[src/rtl/one_of_n_rr_mux_if.sv]
// Handshake bundle between N producers, the selector and its single consumer.
// master = producer/consumer side, slave = selector side.
interface one_of_n_rr_mux_if #(
    parameter int WIDTH = 8,
    parameter int N     = 6
);
    localparam int SEL_W = $clog2(N);

    logic [N*WIDTH-1:0] in_data;
    logic [N-1:0]       in_val;
    logic [N-1:0]       in_rdy;
    logic               mode;
    logic [SEL_W-1:0]   sel;
    logic [WIDTH-1:0]   out_data;
    logic [SEL_W-1:0]   out_id;
    logic               out_val;
    logic               out_rdy;
    logic               err_sel;

    modport master (
        output in_data, in_val, mode, sel, out_rdy,
        input  in_rdy, out_data, out_id, out_val, err_sel
    );

    modport slave (
        input  in_data, in_val, mode, sel, out_rdy,
        output in_rdy, out_data, out_id, out_val, err_sel
    );
endinterface

[src/rtl/one_of_n_rr_mux.sv]
// N-way valid/ready selector (explicit select or round-robin) into a one-entry output register; 1-cycle latency.
// in_rdy is low on every channel while the held output is stalled; ONE_OF_N_RR_MUX_SEL_ERR_EN adds sticky err_sel.
module one_of_n_rr_mux #(
    parameter int WIDTH = 8,
    parameter int N     = 6
) (
    input  logic             clk,
    input  logic             rst,
    one_of_n_rr_mux_if.slave bus
);
    localparam int SEL_W = $clog2(N);

    logic [WIDTH-1:0] out_data_q, out_data_d;
    logic [SEL_W-1:0] out_id_q, out_id_d;
    logic             out_val_q, out_val_d;
    logic [SEL_W-1:0] ptr_q, ptr_d;
    logic             free;
    logic             xfer;
    logic [N-1:0]     grant;
    logic [SEL_W-1:0] win_id;
    logic [WIDTH-1:0] win_data;

    assign free = (~out_val_q | bus.out_rdy) & ~rst;

    // Out-of-range sel matches no channel, so the null grant falls out naturally.
    always_comb begin
        logic [SEL_W-1:0] cur;
        logic             found;
        grant = '0;
        cur   = ptr_q;
        found = 1'b0;
        if (!bus.mode) begin
            for (int i = 0; i < N; i++) begin
                grant[i] = bus.in_val[i] & (bus.sel == SEL_W'(i));
            end
        end else begin
            for (int k = 0; k < N; k++) begin
                cur = (cur == SEL_W'(N - 1)) ? '0 : cur + 1'b1;
                if (!found && bus.in_val[cur]) begin
                    grant[cur] = 1'b1;
                    found      = 1'b1;
                end
            end
        end
    end

    always_comb begin
        win_id   = '0;
        win_data = '0;
        for (int i = 0; i < N; i++) begin
            if (grant[i]) begin
                win_id   = SEL_W'(i);
                win_data = bus.in_data[i*WIDTH +: WIDTH];
            end
        end
    end

    assign xfer       = (|grant) & free;
    assign bus.in_rdy = grant & {N{free}};

    always_comb begin
        out_data_d = out_data_q;
        out_id_d   = out_id_q;
        out_val_d  = out_val_q;
        ptr_d      = ptr_q;
        if (xfer) begin
            out_data_d = win_data;
            out_id_d   = win_id;
            out_val_d  = 1'b1;
            ptr_d      = win_id;
        end else if (bus.out_rdy) begin
            out_val_d  = 1'b0;
        end
    end

    always_ff @(posedge clk) begin
        if (rst) begin
            out_data_q <= '0;
            out_id_q   <= '0;
            out_val_q  <= 1'b0;
            ptr_q      <= SEL_W'(N - 1);
        end else begin
            out_data_q <= out_data_d;
            out_id_q   <= out_id_d;
            out_val_q  <= out_val_d;
            ptr_q      <= ptr_d;
        end
    end

    assign bus.out_data = out_data_q;
    assign bus.out_id   = out_id_q;
    assign bus.out_val  = out_val_q;

`ifdef ONE_OF_N_RR_MUX_SEL_ERR_EN
    logic err_sel_q, err_sel_d;

    assign err_sel_d = err_sel_q | (~bus.mode & ({1'b0, bus.sel} >= (SEL_W + 1)'(N)));

    always_ff @(posedge clk) begin
        if (rst) begin
            err_sel_q <= 1'b0;
        end else begin
            err_sel_q <= err_sel_d;
        end
    end

    assign bus.err_sel = err_sel_q;
`else
    assign bus.err_sel = 1'b0;
`endif
endmodule

[src/flat_wrapper.sv]
// flat-port wrapper written by rule: the top's interface ports become plain ports
module one_of_n_rr_mux_flat 
#(
    parameter int WIDTH = 8,
    parameter int N     = 6
)
  (clk, rst, bus_in_data, bus_in_val, bus_mode, bus_sel, bus_out_rdy, bus_in_rdy, bus_out_data, bus_out_id, bus_out_val, bus_err_sel);
  one_of_n_rr_mux_if #(.WIDTH(WIDTH), .N(N)) bus_i ();
  input  logic clk;
  input  logic rst;
  input wire logic [$bits(bus_i.in_data)-1:0] bus_in_data;
  input wire logic [$bits(bus_i.in_val)-1:0] bus_in_val;
  input wire logic [$bits(bus_i.mode)-1:0] bus_mode;
  input wire logic [$bits(bus_i.sel)-1:0] bus_sel;
  input wire logic [$bits(bus_i.out_rdy)-1:0] bus_out_rdy;
  output wire logic [$bits(bus_i.in_rdy)-1:0] bus_in_rdy;
  output wire logic [$bits(bus_i.out_data)-1:0] bus_out_data;
  output wire logic [$bits(bus_i.out_id)-1:0] bus_out_id;
  output wire logic [$bits(bus_i.out_val)-1:0] bus_out_val;
  output wire logic [$bits(bus_i.err_sel)-1:0] bus_err_sel;
  assign bus_i.in_data = bus_in_data;
  assign bus_i.in_val = bus_in_val;
  assign bus_i.mode = bus_mode;
  assign bus_i.sel = bus_sel;
  assign bus_i.out_rdy = bus_out_rdy;
  assign bus_in_rdy = bus_i.in_rdy;
  assign bus_out_data = bus_i.out_data;
  assign bus_out_id = bus_i.out_id;
  assign bus_out_val = bus_i.out_val;
  assign bus_err_sel = bus_i.err_sel;
  one_of_n_rr_mux #(.WIDTH(WIDTH), .N(N)) u_core (.clk(clk), .rst(rst), .bus(bus_i));
endmodule
[config.mk]
export PLATFORM = sky130hd
export DESIGN_NAME = one_of_n_rr_mux_flat
export DESIGN_NICKNAME = d
export VERILOG_FILES = /design/src/rtl/one_of_n_rr_mux_if.sv /design/src/rtl/one_of_n_rr_mux.sv /design/src/flat_wrapper.sv
export SDC_FILE = /design/constraint.sdc
export NUM_CORES = 1
export LEC_CHECK = 0
export BUFFER_PORTS_ARGS = -buffer_cell sky130_fd_sc_hd__buf_2
export CAP_MARGIN = 20
export CORE_MARGIN = 2
export CORE_UTILIZATION = 30
export CTS_CLUSTER_DIAMETER = 120
export DETAILED_ROUTE_END_ITERATION = 8
export PLACE_DENSITY = 0.63
export SYNTH_ARGS = -nofsm -noshare
export SYNTH_HDL_FRONTEND = slang
export SYNTH_SLANG_ARGS = --single-unit
[constraint.sdc]
create_clock -name clk -period 5.28 [get_ports clk]
set_input_delay 0.264 -clock clk [delete_from_list [all_inputs] [get_ports clk]]
set_output_delay 0.264 -clock clk [all_outputs]
set_load 0.02 [all_outputs]
==> impl_metrics.ini <==
[drt]
drcViolationCount = 0
antenna_left = 0
firstDrtPassIters = 6
via_per_inst = 5.69
wl_per_cell_um = 17.3
drtIter0Drc = 371
via_count = 2533
wl_um = 7700

[power_and_ir_drop]
pwr-share-clk_pct = 7.9
combinationalPowerShare_pct = 79.3
swShare_pct = 55.3
p_leak_nw = 1.11
worst_ir_drop_vdd_v = 0.000115
p_per_area_mw_per_mm2 = 512
pwr-share-seq_pct = 12.8
internal-power_mw = 0.598
switchingPower_mw = 0.739

[critical_path]
rr_endpoint = u_core.bus.out_id[0]$_SDFFE_PP0P_
r2r_cells = 14
r2r-start = u_core.ptr_q[1]$_SDFFE_PP0P_
worstPathArrival_ns = 4.57
path_class = flop to flop
required_ns = 5.40
regToRegSetupSlack_ns = 0.82
critPathMaxFanout = 20
startpoint_type = flop
cp-end-kind = flop

[sta]
fin_crit_ns = 4.46
rsz0062_at_grt = no
hold_violations = 0
tightest_slew_ns = 0.889
drv_slew = 0
setup_viol = 0
tns_ns = 0
skew_ns = 0.00274
fin_crit_sh_pct = 84.4
max_freq_mhz = 224
fin_ws_ns = 0.823
max_slew_margin_pct = 40.6

[clock_network]
h-tree-depth = 1
postCtsResizedCells = 0
clock_path_buffers = 2
cts_sinks = 14
cts_tree = done
numCtsBuffers = 3
clockRootBuffer = clkbuf_8
clock_latency_ns = 0.24
cts_hold_buf = 0
cts.reportedPaths.clkPinSlew_ns = 0.06
post-cts-setup-buffers = 0

[finish]
finalNetCount = 410
instances_no_fill = 445
n_antenna_cell = 0
drive_gt1_share_pct = 32.9
area_growth_pct = 20.2

[synthesis]
yosysSeqAreaShare_pct = 12.9
synth_edf_count = 0
yosysUniqueCellTypes = 71
synthCells = 285
yosysWarnings = 0
synth.most_common_cell = nor2_1
ys.flop_type = dfxtp_1
synth_top_area_share_pct = 12.9
ys_seq_elements = 14
ys_top_cells_by_count = nor2_1, nand2_1, a22o_1, dfxtp_1, a21oi_1
synth_largest_area_cell = dfxtp_1
syn_nets = 348
syn-cell-area_mm2 = 0.00217
avgSynthCellArea_um2 = 7.62
async_reset_ff_share_pct = 0
synth_top_cells_by_area = dfxtp_1, a22o_1, nor2_1, a311oi_2, nand2_1

[worst_hold_path]
hold-path-endpoint = u_core.bus.out_data[2]$_SDFFE_PP0P_
hold_path.startpoint = bus_in_data[26]
hold_path_class = input pin to flop
holdPathStages = 3

[place]
hpwlAfterDp_um = 5960
place.gp.congestion = 0.953
dpl.cell_count = 441
pre_cts_slack_ns = 0.860
io_buffers = 78

[floorplanning]
die_y_um = 89.1
placementRows = 31
pin_count = 80
start_util_pct = 30.4
core_mm2 = 0.00714
dieArea_mm2 = 0.00794
die-width_um = 89.1

[global_route]
grt_pass1_vias = 2200
grt_start_max_net_pins = 38
grt_usage_pct = 17.6
grt_first_pass_wirelength_um = 11200
antenna_found_initial = 0
overflow = 0

[job]
drv_cap = 0

[outcome]
outcome = completed
==> cell usage in the layout, fill, tap and decap left out, drive strengths merged, types with 6 or more instances in the layout <==
cell	netlist	final
mux2i	7	7
inv	12	12
a22o	14	14
a31oi	10	10
buf	20	82
a311oi	8	8
a21oi	13	13
o21ai	7	7
o211ai	7	7
dfxtp	14	14
nand2b	6	6
nand2	20	20
nor2	32	32
nand3	10	10
a211oi	6	6
nor2b	10	10
==> critical path, cell delays in order, from the launching register on <==
cell,delay (ns)
dfxtp_1,0.65
nor2_1,0.08
mux2i_1,0.20
ha_1,0.36
inv_1,0.26
nor4_1,0.14
a311oi_2,0.57
o211ai_1,0.18
mux2_2,0.31
o221ai_2,0.53
a2111oi_4,0.08
a31oi_2,0.21
buf_4,0.27
nor4b_1,0.39
nor3_1,0.09
==> sequential cells by signal (all words and copies together), names as in the netlist <==
register             cells
u_core.bus.out_id        2
u_core.ptr_q             3
u_core.bus.out_val       1
u_core.bus.out_data      8
==> per-layer routing <==
layer  track usage [%]  vias up  wire length, µm
met5                 0        -                0
met4              6.51        0              211
met3              1.57       30              526
met2              25.9      123             3520
met1              26.5     1161             3440
li1                  -     1219                -
==> through the flow <==
step	total power, mW	util (%)	area [µm²]	hold slack (ns)
global route	1.42	36.6	2610	0.308
floorplan	0.998	-	2170	0.448
detailed placement	1.20	35.8	2550	0.444
finish	1.34	36.6	2610	0.308
global placement	1.20	35.8	2550	0.438
CTS	1.31	36.6	2610	0.307
==> worst max-delay path by stage <==
stage / startpoint / to / slack (ns)
floorplan: u_core.ptr_q[0]$_SDFFE_PP1P_ / u_core.bus.out_data[4]$_SDFFE_PP0P_ / 1.25
global placement: u_core.ptr_q[1]$_SDFFE_PP0P_ / u_core.bus.out_id[0]$_SDFFE_PP0P_ / 1.11
detailed placement: u_core.ptr_q[1]$_SDFFE_PP0P_ / u_core.bus.out_id[0]$_SDFFE_PP0P_ / 0.86
CTS: u_core.ptr_q[1]$_SDFFE_PP0P_ / u_core.bus.out_id[0]$_SDFFE_PP0P_ / 0.85
global route: u_core.ptr_q[1]$_SDFFE_PP0P_ / u_core.ptr_q[0]$_SDFFE_PP1P_ / 0.50
finish: u_core.ptr_q[1]$_SDFFE_PP0P_ / u_core.bus.out_id[0]$_SDFFE_PP0P_ / 0.82
==> power by group through the flow <==
stage / Sequential, mW / Combinational, mW / Clock (mW)
final: 0.171 / 1.06 / 0.106
after global routing: 0.176 / 1.13 / 0.111
after CTS: 0.171 / 1.04 / 0.106
after detailed placement: 0.173 / 1.03 / 0
after global placement: 0.172 / 1.03 / 0
after floorplan: 0.191 / 0.807 / 0
==> layout make-up <==
type	instances	area [µm²]
Sequential cell	14	280
Multi-Input combinational cell	234	1690
Fill cell	784	4530
Clock buffer	4	55.1
Inverter	12	45.0
Tap cell	99	124
Timing Repair Buffer	82	420
==> kinds of logic (layout without fill, tap and decap cells) <==
family	Yosys count	after routing	synth area share (%)
other	1	1	0.173
buffers and inverters	37	98	9.50
AOI/OAI and AO/OA	106	106	42.1
muxes	11	11	5.30
and+or+nand+nor	113	113	28.4
DFF	14	14	12.9
adders and majority gates	3	3	1.61
No activity file was read; power rests on OpenSTA's default activity.
